File: config.mk
export PLATFORM = sky130hd
export DESIGN_NAME = c4_move_controller
export DESIGN_NICKNAME = d
export VERILOG_FILES = /design/src/rtl/c4_move_controller.sv
export SDC_FILE = /design/constraint.sdc
export NUM_CORES = 1
export LEC_CHECK = 0
export ABC_AREA = 1
export BUFFER_PORTS_ARGS = -buffer_cell sky130_fd_sc_hd__buf_2
export CORE_UTILIZATION = 51
export CTS_BUF_LIST = sky130_fd_sc_hd__clkbuf_4 sky130_fd_sc_hd__clkbuf_8 sky130_fd_sc_hd__clkbuf_16
export DETAILED_ROUTE_END_ITERATION = 8
export PLACE_DENSITY = 0.74
export SETUP_SLACK_MARGIN = 0.15
export SYNTH_ARGS = -nofsm -noshare
export SYNTH_HDL_FRONTEND = slang
export SYNTH_SLANG_ARGS = --single-unit
File: constraint.sdc
create_clock -name Clock -period 1.8 [get_ports Clock]
set_input_delay 0.18 -clock Clock [delete_from_list [all_inputs] [get_ports Clock]]
set_output_delay 0.18 -clock Clock [all_outputs]
set_load 0.005 [all_outputs]
File: src/rtl/c4_move_controller.sv
`default_nettype none
// ============================================================================
// Module   : c4_move_controller
// Connect-4 game flow: cursor column, column fill counts, turn and draw strobe.
// Revision : 1.0
// ============================================================================
module c4_move_controller #(
    parameter int START_COL    = 3,
    parameter int ROWS         = 6,
    parameter int SETUP_CYCLES = 2,
    parameter int DRAW_CYCLES  = 66
) (
    input  logic       Clock,
    input  logic       Resetn,
    input  logic       move_left,
    input  logic       move_right,
    input  logic       drop,
    output logic [2:0] currCol,
    output logic [2:0] colCount0,
    output logic [2:0] colCount1,
    output logic [2:0] colCount2,
    output logic [2:0] colCount3,
    output logic [2:0] colCount4,
    output logic [2:0] colCount5,
    output logic [2:0] colCount6,
    output logic       P1_turn,
    output logic       P2_turn,
    output logic       place,
    output logic       busy,
    output logic       game_over
);

    localparam logic [2:0] IDLE   = 3'd0;
    localparam logic [2:0] SETUP  = 3'd1;
    localparam logic [2:0] DRAW   = 3'd2;
    localparam logic [2:0] COMMIT = 3'd3;
    localparam logic [2:0] OVER   = 3'd4;

    localparam logic [2:0] MAX_COL    = 3'd6;
    localparam logic [2:0] FULL       = 3'(ROWS);
    localparam logic [6:0] SETUP_LAST = 7'(SETUP_CYCLES - 1);
    localparam logic [6:0] DRAW_LAST  = 7'(DRAW_CYCLES - 1);

    logic [2:0] state;
    logic [2:0] next_state;
    logic [6:0] cnt;
    logic       prev_left;
    logic       prev_right;
    logic       prev_drop;
    logic       left_edge;
    logic       right_edge;
    logic       drop_edge;
    logic [2:0] col_count [7];
    logic       turn;
    logic       col_full;
    logic       board_full_next;

    assign left_edge  = move_left  & ~prev_left;
    assign right_edge = move_right & ~prev_right;
    assign drop_edge  = drop       & ~prev_drop;
    assign col_full   = (col_count[currCol] >= FULL);

    // Board is full after this commit if the cursor column reaches FULL and all others already are.
    always_comb begin
        board_full_next = 1'b1;
        for (int c = 0; c < 7; c++) begin
            if (3'(c) == currCol) begin
                if (col_count[c] + 3'd1 != FULL) board_full_next = 1'b0;
            end else if (col_count[c] != FULL) begin
                board_full_next = 1'b0;
            end
        end
    end

    always_ff @(posedge Clock) begin
        if (!Resetn) begin
            state <= IDLE;
            cnt   <= 7'd0;
        end else begin
            state <= next_state;
            if (next_state != state)
                cnt <= 7'd0;
            else if (state == SETUP || state == DRAW)
                cnt <= cnt + 7'd1;
        end
    end

    always_comb begin
        next_state = state;
        case (state)
            IDLE:    if (drop_edge && !col_full) next_state = SETUP;
            SETUP:   if (cnt == SETUP_LAST) next_state = DRAW;
            DRAW:    if (cnt == DRAW_LAST) next_state = COMMIT;
            COMMIT:  next_state = board_full_next ? OVER : IDLE;
            OVER:    next_state = OVER;
            default: next_state = IDLE;
        endcase
    end

    always_comb begin
        place     = (state == DRAW);
        busy      = (state == SETUP) || (state == DRAW) || (state == COMMIT);
        game_over = (state == OVER);
    end

    // Edge history keeps tracking in every state so buttons held through a draw do not re-fire.
    always_ff @(posedge Clock) begin
        if (!Resetn) begin
            prev_left  <= 1'b0;
            prev_right <= 1'b0;
            prev_drop  <= 1'b0;
            currCol    <= 3'(START_COL);
            turn       <= 1'b1;
            for (int c = 0; c < 7; c++) col_count[c] <= 3'd0;
        end else begin
            prev_left  <= move_left;
            prev_right <= move_right;
            prev_drop  <= drop;
            if (state == IDLE && !drop_edge) begin
                if (left_edge && !right_edge && currCol != 3'd0)
                    currCol <= currCol - 3'd1;
                else if (right_edge && !left_edge && currCol != MAX_COL)
                    currCol <= currCol + 3'd1;
            end
            if (state == COMMIT) begin
                if (col_count[currCol] < FULL)
                    col_count[currCol] <= col_count[currCol] + 3'd1;
                turn <= ~turn;
            end
        end
    end

    assign P1_turn   = turn;
    assign P2_turn   = ~turn;
    assign colCount0 = col_count[0];
    assign colCount1 = col_count[1];
    assign colCount2 = col_count[2];
    assign colCount3 = col_count[3];
    assign colCount4 = col_count[4];
    assign colCount5 = col_count[5];
    assign colCount6 = col_count[6];

endmodule
`default_nettype wire

==> results.md, run 1 <==
* RSZ-0062 raised after global routing: yes
* Post-synth top area cell: edfxtp_1
* Syn avg cell area at 7.708 um2
* Total gr overflow at 0
* Hold Fails Final Rpt at 0
* Post-Route Skew at 0.01085 ns
* Synthesis-to-finish area growth at 43.53%
* Reg clk slew, reported paths at 0.08 ns
* TritonCTS buffer count at 5
* Leakage power at 1.507 nW
* Vias at 2,479
* Relative slew slack at 69.19%
* Starting DRT DRC Count at 178
* Core Rows at 24
* Die Y at 69.90 um
* Post-DP HPWL at 4.663 mm
* Synth Net Count at 319
* Die X at 69.90 um
* Vias in the first global route at 2,207
* #FFs+latches synth at 44
* Final period util at 110.4%
* Worst reg-to-reg setup slack at -0.19 ns
* Starting density of the core at 53.62%
* Diodes inserted at 0
* Max FO, Critical Path at 6
* Routed wire length at 7.503 mm
* Antenna viol nets, final at 0
* Core area at 0.004384 mm2
* Hold Crit Class: input port to flop
* Mapped cell area at 0.002351 mm2
* Worst Setup Path Type: flop to flop
* Endpoints failing setup at 51
* CTS root buffer: clkbuf_8
* Crit path launch type: flop
* Pwr Density at 753.1 mW/mm2
* Register area share after synthesis at 46.41%
* Layout cells sized above 1 at 43.51%
* Port Buffer Count at 33
* Crit path setup slack, layout at -0.1874 ns
* Largest net degree at the start of global routing at 13
* Unique cell type count in the Yosys netlist at 29
* Global-route usage over all layers at 27.67%
* Peak VDD IR at 538.3 uV
* Fin util at 76.97%
* Worst Path Required at 1.83 ns
* DRC viols at 0
* Clock Path Buffers at 2
* First drt pass iteration count at 5
* First-pass GRT wire length at 10.26 mm
* Status: finished with violations
* CTS tree: done
* Slew Limit Fails at 0
* Antenna violations before repair at 0
* Setup crit end kind: flop
* Reg2Reg Depth at 13
* Yosys warnings at 0
* Arrival time worst endpoint at 2.01 ns
* Clk_lat worst skew at 0.31 ns
* Post-synth top area share at 26.82%
* # IOs at 34
* Failing checks: negative setup slack
* H-tree depth at 2
* Clock Sinks at 44
* Highest Clock Rate at 503.2 MHz
* Pin slew with the least headroom to its limit at 0.4605 ns
* Nets at 407
* Minimum clock period at 1.987 ns
* Via/cell ratio at 5.571
* Most area-consuming cells after synthesis: edfxtp_1 (27%), dfxtp_1 (20%), nand2_1 (9.9%), nor2_1 (9.3%), inv_1 (7.0%)
* Final hold slack at 0.06475 ns
* DR WL/cell at 16.86 um
* RD Place Congestion at 0.9568
* Hold path cells at 3
* Die Footprint at 0.004885 mm2
* Post-synthesis cell count at 305
* Hold Buf Count CTS at 0
* Max-Cap Viols at 0
[layer usage]
layer  part of all wire (%)  GRT usage [%]  vias up
met5                      0              0        -
met4                    4.6          12.00        0
met3                    7.6          6.061       32
met2                     50          47.86      135
met1                     38          32.93     1155
li1                       -              -     1157
[flip-flops by register name, summed over array words and instances, names as in the netlist, named ones only]
name and flops:
col_count 24, cnt 7, currCol 3, state 3
P1_turn 1, prev_drop 1, prev_left 1, prev_right 1
[metrics by stage]
| step | setup TNS, ns | instance area [um2] | setup slack (ns) | total power [mW] | cells |
|---|---|---|---|---|---|
| finish | -5.523 | 3374 | -0.1874 | 2.541 | 445 |
| floorplan | 0 | 2382 | 0.05618 | 1.463 | 305 |
| detailed placement | -1.243 | 2863 | -0.07447 | 1.624 | 423 |
| global route | -8.911 | 3374 | -0.2619 | 2.623 | 445 |
| CTS | -0.08213 | 3127 | -0.01407 | 2.336 | 438 |
| global placement | -0.2847 | 2863 | -0.07641 | 1.612 | 423 |
[logic make-up (layout without fill, tap and decap cells)]
kind of cell	count (synthesis)	count (layout)	synth area share [%]
compound gates	34	34	7.877
simple gates	160	160	29.64
xor+xnor	7	7	2.608
flops	44	44	46.41
buf+inv	51	139	8.675
fa+ha+maj	9	9	4.790
[worst max-delay path: stages, from the launching register on]
cell     delay, ns
dfxtp_4       0.40
buf_6         0.13
nand2_2       0.06
nand3_2       0.08
nand2_1       0.07
nand2_2       0.09
nand2_4       0.07
nand2_4       0.09
nand3_4       0.12
nor2_4        0.18
inv_2         0.08
nor2_4        0.13
nand2_2       0.09
nand2_2       0.11
[power breakdown]
part | switching [mW] | internal (mW)
logic | 0.438 | 0.343
clock network | 0.326 | 0.298
registers | 0.0441 | 1.09
total | 0.808 | 1.73
[cells in the final DEF (no fill, tap or decap), types with 2 or more instances in the layout]
cell / synthesis / layout
nand4_1: 4 / 4
inv_4: 0 / 2
buf_2: 1 / 33
dfxtp_1: 23 / 19
nor3_1: 6 / 3
inv_1: 44 / 32
nand2_2: 5 / 19
nand3_4: 1 / 2
inv_2: 3 / 12
o21ai_0: 16 / 13
a21oi_1: 12 / 7
nor3_4: 0 / 2
xor2_1: 5 / 5
nor2_4: 2 / 8
ha_1: 9 / 7
nand2_4: 0 / 6
edfxtp_1: 21 / 21
clkbuf_4: 0 / 2
dfxtp_4: 0 / 2
o21ai_1: 0 / 3
nand3_1: 18 / 14
nor2_2: 0 / 7
buf_6: 1 / 12
nand2_1: 62 / 42
dfxtp_2: 0 / 2
a21oi_2: 0 / 4
clkbuf_8: 0 / 5
buf_4: 1 / 40
nand3_2: 1 / 4
nor2_1: 58 / 45
[final timing paths]
path / end / from
min: prev_left$_SDFF_PN0_ / move_left
max: col_count[3][0]$_SDFFCE_PN0P_ / flop
max reg2reg: col_count[3][0]$_SDFFCE_PN0P_ / flop
min reg2reg: P1_turn$_SDFFE_PN1P_ / P1_turn$_SDFFE_PN1P_
[Yosys cell counts]
cell	number
a31oi_1	3
nand3_4	1
buf_6	1
buf_2	1
nor3_1	6
clkbuf_1	1
a221oi_1	1
o2111ai_1	1
a21oi_1	12
dfxtp_1	23
nand3_2	1
nand2_1	62
inv_2	3
nor4_1	1
ha_1	9
nor2_1	58
nor2_4	2
edfxtp_1	21
xnor2_1	2
o221ai_1	1
nand3_1	18
nor3b_1	1
inv_1	44
or2_2	1
nand2_2	5
o21ai_0	16
xor2_1	5
buf_4	1
nand4_1	4
[layout make-up]
type	count	area [um2]
inverters	47	188.9
flip-flops and latches	44	1101
fillers	291	1010
well taps	52	65.06
repair buffers	85	600.6
clock buffers	7	83.83
multi-input cells	210	1335
[timing repair]
item	in CTS	in global routing
resized for setup	35	59
endpoints found under the setup margin	53	60
pin swaps	26	13
setup buffers	8	7
endpoints found under the hold margin	0	0
(Power assumes the default switching activity.)
==> run 2: changes to the inputs <==
Clock period 1.8 ns to 1.65 ns, I/O delays scaled along.
==> results.md, run 2 (synthesis gave the netlist of run 1 again) <==
* Worst Path Required at 1.68 ns (was 1.83 ns)
* Routed wire length at 8.150 mm (was 7.503 mm)
* Diodes inserted at 0 (unchanged)
* Switch share at 32.62% (was 31.81%)
* Area occupied by multi-input gates at 0.001380 mm2 (was 0.001335 mm2)
* Most frequent cells in the layout: buf_4 (56), nand2_1 (44), nor2_1 (42), inv_1 (35), buf_2 (33) (was nor2_1 (45), nand2_1 (42), buf_4 (40), buf_2 (33), inv_1 (32))
* Peak VDD IR at 593.2 uV (was 538.3 uV)
* Arrival time worst endpoint at 2.12 ns (was 2.01 ns)
* Hold Crit Class: input port to flop (unchanged)
* Die Y at 69.90 um (unchanged)
* Reg power frac at 43.9% (was 44.7%)
* Pwr Density at 805.8 mW/mm2 (was 753.1 mW/mm2)
* Worst setup endpoint: col_count[3][0]$_SDFFCE_PN0P_ (unchanged)
* Reg2Reg Depth at 13 (unchanged)
* Failing checks: negative setup slack (unchanged)
* Hold Fails Final Rpt at 0 (unchanged)
* Layout cells sized above 1 at 47.55% (was 43.51%)
* Leakage power at 1.604 nW (was 1.507 nW)
* Port Buffer Count at 33 (unchanged)
* Highest Clock Rate at 479.0 MHz (was 503.2 MHz)
* Antenna violations before repair at 0 (unchanged)
* Slew Limit Fails at 0 (unchanged)
* Core area at 0.004384 mm2 (unchanged)
* RSZ-0062 raised after global routing: yes (unchanged)
* Status: finished with violations (unchanged)
* Global-route usage over all layers at 27.56% (was 27.67%)
* Vias in the first global route at 2,228 (was 2,207)
* DRC viols at 0 (unchanged)
* Clock power share at 25.4% (was 24.5%)
* Final period util at 126.5% (was 110.4%)
* Max reg flops at 24 (unchanged)
* Core Rows at 24 (unchanged)
* Fin util at 80.68% (was 76.97%)
* Post-Route Skew at 0.006895 ns (was 0.01085 ns)
* Final Power at 2.850 mW (was 2.541 mW)
* CTS root buffer: clkbuf_8 (unchanged)
* Total gr overflow at 0 (unchanged)
* H-tree depth at 2 (unchanged)
* Reg clk slew, reported paths at 0.09 ns (was 0.08 ns)
* Top flop regs: col_count (24), cnt (7) (unchanged)
* Synthesis-to-finish area growth at 50.45% (was 43.53%)
* Hold Buf Count CTS at 0 (unchanged)
* Setup TNS at -17.77 ns (was -5.523 ns)
* TritonCTS buffer count at 5 (unchanged)
* Relative slew slack at 65.16% (was 69.19%)
* Die X at 69.90 um (unchanged)
* Starting DRT DRC Count at 318 (was 178)
* Commonest non-fill, non-tap cell in the layout: buf_4 (was nor2_1)
* Pin slew with the least headroom to its limit at 0.5207 ns (was 0.4605 ns)
* # IOs at 34 (unchanged)
* Worst reg-to-reg setup slack at -0.44 ns (was -0.19 ns)
* Nets at 421 (was 407)
* Endpoints failing setup at 53 (was 51)
* Clock Path Buffers at 2 (unchanged)
* Crit path launch: col_count[4][1]$_SDFFCE_PN0P_
* Starting density of the core at 53.62% (unchanged)
* Worst Setup Path Type: flop to flop (unchanged)
* Critical R2R Launch: col_count[4][1]$_SDFFCE_PN0P_
* Die Footprint at 0.004885 mm2 (unchanged)
* Final-layout fill cell count at 272 (was 291)
* Post-DP HPWL at 4.739 mm (was 4.663 mm)
* Max FO, Critical Path at 5 (was 6)
* Pint at 1.920 mW (was 1.733 mW)
* Crit path launch type: flop (unchanged)
* DR WL/cell at 17.72 um (was 16.86 um)
* Clock Sinks at 44 (unchanged)
* Power share of the combinational group at 30.7% (was 30.8%)
* Biggest register: col_count (unchanged)
* Via/cell ratio at 5.752 (was 5.571)
* First-pass GRT wire length at 10.38 mm (was 10.26 mm)
* RD Place Congestion at 0.9612 (was 0.9568)
* Max-Cap Viols at 0 (unchanged)
* Psw at 929.8 uW (was 808.3 uW)
* Minimum clock period at 2.087 ns (was 1.987 ns)
* Sequential cell area at 0.001105 mm2 (was 0.001101 mm2)
* Clk_lat worst skew at 0.31 ns (about the same)
* Largest net degree at the start of global routing at 14 (was 13)
* Antenna viol nets, final at 0 (unchanged)
* Crit path setup slack, layout at -0.4375 ns (was -0.1874 ns)
* Vias at 2,646 (was 2,479)
* Setup crit end kind: flop (unchanged)
* CTS tree: done (unchanged)
* First drt pass iteration count at 5 (unchanged)
* Reg-to-Reg End: col_count[3][0]$_SDFFCE_PN0P_ (unchanged)
-- run 2: cell types whose count changed in the layout (fill, tap and decap cells not counted), sizes merged --
cell	previous run	this run
buf	85	99
clkinv	0	1
-- run 2: critical path, stage by stage (launching register included) --
cell and delay [ns]:
edfxtp_1 0.41, inv_1 0.11, nand2_1 0.09, nand3_1 0.11, nand2_1 0.06, nand2_1 0.08, nand2_2 0.07, nand2_2 0.11
nand3_4 0.14, nor2_4 0.20, inv_2 0.08, nor2_4 0.14, nand2_2 0.09, nand2_2 0.10
-- run 2: how the worst min path moves through the flow --
stage / endpoint / cells after the start / start / slack, ns
6_report: prev_left$_SDFF_PN0_ / 3 / move_left / 0.04
2_1_floorplan: prev_drop$_SDFF_PN0_ / 2 / drop / 0.26
4_1_cts: prev_drop$_SDFF_PN0_ / 3 / drop / 0.04
5_1_grt: prev_right$_SDFF_PN0_ / 3 / move_right / 0.06
3_5_place_dp: prev_drop$_SDFF_PN0_ / 3 / drop / 0.36
3_3_place_gp: prev_drop$_SDFF_PN0_ / 3 / drop / 0.36
-- run 2: what timing repair did --
| item | in CTS | in global routing |
|---|---|---|
| resized for setup | 38 | 70 |
| buffers inserted | 5 | 10 |
| pin swaps | 16 | 26 |
| setup endpoints to repair | 57 | 61 |
-- run 2: area by class of cell --
type,count,share of cell area (%)
Multi-Input combinational cell,210,39.02
Inverter,47,5.554
Tap cell,52,1.839
Clock buffer,7,2.370
Timing Repair Buffer,99,19.74
Clock inverter,1,0.2476
Sequential cell,44,31.23
-- run 2: layer usage --
metal / up-vias / part of all wire, % / global-route usage [%]
li1: 1185 / - / -
met1: 1230 / 38 / 35.39
met2: 180 / 48 / 45.51
met3: 51 / 8.8 / 5.772
met4: 0 / 5.5 / 10.67
met5: - / 0 / 0
-- run 2: power by group through the flow --
stage                     Clock (mW)  Combinational, mW  Sequential [mW]
after floorplan                    0              0.344             1.25
after global placement             0              0.576             1.25
after detailed placement           0              0.588             1.25
after CTS                      0.714              0.682             1.24
after global routing           0.762              0.920             1.25
final                          0.724              0.876             1.25
-- run 2: through the flow --
stage                     instance area (um2)  hold WS, ns  setup slack [ns]  cells
after floorplan                          2385       0.2585          -0.09366    305
after global placement                   2970       0.3595           -0.1428    437
after detailed placement                 2970       0.3644           -0.2276    437
after CTS                                3229      0.04368           -0.1464    450
after global routing                     3537      0.05654           -0.5218    460
final                                    3537      0.04471           -0.4375    460
==> run 3: changes to the inputs <==
Settings changed: CTS_BUF_LIST sky130_fd_sc_hd__clkbuf_4 sky130_fd_sc_hd__clkbuf_8 sky130_fd_sc_hd__clkbuf_16 to unset.
==> results.md, run 3 (synthesis gave the netlist of run 1 again) <==
* Vias at 2,646 (unchanged)
* Reg2Reg Depth at 12 (was 13)
* Post-Route Skew at 0.007883 ns (was 0.006895 ns)
* RSZ-0062 raised after global routing: yes (unchanged)
* Commonest non-fill, non-tap cell in the layout: buf_4 (unchanged)
* Worst setup endpoint: col_count[3][0]$_SDFFCE_PN0P_ (unchanged)
* Worst Path Required at 1.68 ns (about the same)
* Vias in the first global route at 2,233 (was 2,228)
* Clock Sinks at 44 (unchanged)
* Psw at 911.9 uW (was 929.8 uW)
* Area occupied by multi-input gates at 0.001395 mm2 (was 0.001380 mm2)
* Clock power share at 24.7% (was 25.4%)
* Core area at 0.004384 mm2 (unchanged)
* Final period util at 123.8% (was 126.5%)
* Port Buffer Count at 33 (unchanged)
* Via/cell ratio at 5.740 (was 5.752)
* Top flop regs: col_count (24), cnt (7) (unchanged)
* TritonCTS buffer count at 5 (unchanged)
* H-tree depth at 2 (unchanged)
* # IOs at 34 (unchanged)
* DRC viols at 0 (unchanged)
* Global-route usage over all layers at 27.46% (was 27.56%)
* Setup crit end kind: flop (unchanged)
* Switch share at 32.34% (was 32.62%)
* CTS root buffer: clkbuf_8 (unchanged)
* Pwr Density at 793.0 mW/mm2 (was 805.8 mW/mm2)
* Total gr overflow at 0 (unchanged)
* Worst Setup Path Type: flop to flop (unchanged)
* Reg-to-Reg End: col_count[3][0]$_SDFFCE_PN0P_ (unchanged)
* Largest net degree at the start of global routing at 14 (unchanged)
* Max-Cap Viols at 0 (unchanged)
* Relative slew slack at 64.60% (was 65.16%)
* Power share of the combinational group at 31.0% (was 30.7%)
* Hold Buf Count CTS at 0 (unchanged)
* Die Footprint at 0.004885 mm2 (unchanged)
* Nets at 422 (was 421)
* Core Rows at 24 (unchanged)
* Worst reg-to-reg setup slack at -0.39 ns (was -0.44 ns)
* Most frequent cells in the layout: buf_4 (57), nand2_1 (42), nor2_1 (40), inv_1 (34), buf_2 (33) (was buf_4 (56), nand2_1 (44), nor2_1 (42), inv_1 (35), buf_2 (33))
* Starting DRT DRC Count at 302 (was 318)
* DR WL/cell at 17.48 um (was 17.72 um)
* CTS tree: done (unchanged)
* Layout cells sized above 1 at 48.66% (was 47.55%)
* First-pass GRT wire length at 10.34 mm (was 10.38 mm)
* Peak VDD IR at 606.4 uV (was 593.2 uV)
* Routed wire length at 8.060 mm (was 8.150 mm)
* Status: finished with violations (unchanged)
* Die X at 69.90 um (unchanged)
* Sequential cell area at 0.001105 mm2 (unchanged)
* Failing checks: negative setup slack (unchanged)
* Crit path launch type: flop (unchanged)
* Reg power frac at 44.3% (was 43.9%)
* Leakage power at 1.611 nW (was 1.604 nW)
* Antenna violations before repair at 0 (unchanged)
* Diodes inserted at 0 (unchanged)
* Die Y at 69.90 um (unchanged)
* Non-filler cells, final at 461 (was 460)
* Post-DP HPWL at 4.739 mm (unchanged)
* Final-layout fill cell count at 243 (was 272)
* First drt pass iteration count at 6 (was 5)
* Max reg flops at 24 (unchanged)
* Crit path setup slack, layout at -0.3923 ns (was -0.4375 ns)
* Antenna viol nets, final at 0 (unchanged)
* Starting density of the core at 53.62% (unchanged)
* Clk_lat worst skew at 0.31 ns (about the same)
* Biggest register: col_count (unchanged)
* Clock Path Buffers at 2 (unchanged)
* Hold Crit Class: input port to flop (unchanged)
* Arrival time worst endpoint at 2.07 ns (was 2.12 ns)
* Final Power at 2.820 mW (was 2.850 mW)
* Pint at 1.908 mW (was 1.920 mW)
* Setup TNS at -16.70 ns (was -17.77 ns)
* Pin slew with the least headroom to its limit at 0.5290 ns (was 0.5207 ns)
* Slew Limit Fails at 0 (unchanged)
* Highest Clock Rate at 489.6 MHz (was 479.0 MHz)
* RD Place Congestion at 0.9612 (unchanged)
* Number of cells after detailed placement at 437 (unchanged)
* Endpoints failing setup at 54 (was 53)
* Max FO, Critical Path at 5 (unchanged)
* Minimum clock period at 2.042 ns (was 2.087 ns)
* Synthesis-to-finish area growth at 51.25% (was 50.45%)
* Reg clk slew, reported paths at 0.08 ns (was 0.09 ns)
* Hold Fails Final Rpt at 0 (unchanged)
-- run 3: cell types whose count changed in the layout (fill, tap and decap cells not counted) --
cell,previous run,this run
nand2_1,44,42
clkbuf_1,0,1
clkbuf_4,2,1
buf_4,56,57
nor2_1,42,40
inv_2,7,8
nor2_4,8,9
inv_1,35,34
nand2_2,15,17
nor2_2,10,11
-- run 3: timing repair --
| item | 4_1_cts | 5_1_grt |
|---|---|---|
| pin swaps | 16 | 29 |
| gates resized for setup | 38 | 76 |
| endpoints found under the setup margin | 57 | 61 |
| buffers inserted | 5 | 11 |
-- run 3: worst min path at each step --
stage / from / slack [ns] / cells after the start / to
global placement: drop / 0.36 / 3 / prev_drop$_SDFF_PN0_
floorplan: drop / 0.26 / 2 / prev_drop$_SDFF_PN0_
CTS: drop / 0.04 / 3 / prev_drop$_SDFF_PN0_
finish: drop / 0.04 / 3 / prev_drop$_SDFF_PN0_
detailed placement: drop / 0.36 / 3 / prev_drop$_SDFF_PN0_
global route: move_right / 0.06 / 3 / prev_right$_SDFF_PN0_
-- run 3: worst max-delay path, cell delays in order (launching register included) --
cell	delay, ns
dfxtp_4	0.40
buf_6	0.14
nand2_1	0.09
nand3_1	0.13
nand3_2	0.11
nand2_2	0.08
nand2_2	0.10
nand3_4	0.12
nor2_4	0.18
inv_2	0.08
nor2_4	0.14
nand2_2	0.10
nand2_2	0.10
-- run 3: layout make-up --
type                            instances  share of cell area [%]
Clock buffer                            7                   2.252
Clock inverter                          1                  0.2463
Inverter                               47                   5.524
Multi-Input combinational cell        210                   39.23
Sequential cell                        44                   31.07
Tap cell                               52                   1.830
Timing Repair Buffer                  100                   19.85
-- run 3: routing by layer --
layer	up-vias	share of wire, %	global-route usage [%]
met5	-	0	0
met4	0	6.1	11.56
met3	59	9.1	5.916
met2	172	48	44.87
met1	1219	37	35.21
li1	1196	-	-
-- run 3: per-stage QoR --
| step | cell area [um2] | hold WS [ns] | setup WS, ns | util, % |
|---|---|---|---|---|
| finish | 3556 | 0.04279 | -0.3923 | 81.11 |
| global route | 3556 | 0.05589 | -0.4558 | 81.11 |
| CTS | 3226 | 0.04368 | -0.1464 | 73.57 |
| detailed placement | 2970 | 0.3644 | -0.2276 | 67.75 |
| global placement | 2970 | 0.3595 | -0.1428 | 67.75 |
| floorplan | 2385 | 0.2585 | -0.09366 | - |
-- run 3: power by group through the flow --
stage               logic, mW  clock network, mW  registers (mW)
floorplan               0.344                  0            1.25
global placement        0.576                  0            1.25
detailed placement      0.588                  0            1.25
CTS                     0.682              0.697            1.24
global route            0.925              0.745            1.26
finish                  0.873              0.697            1.25
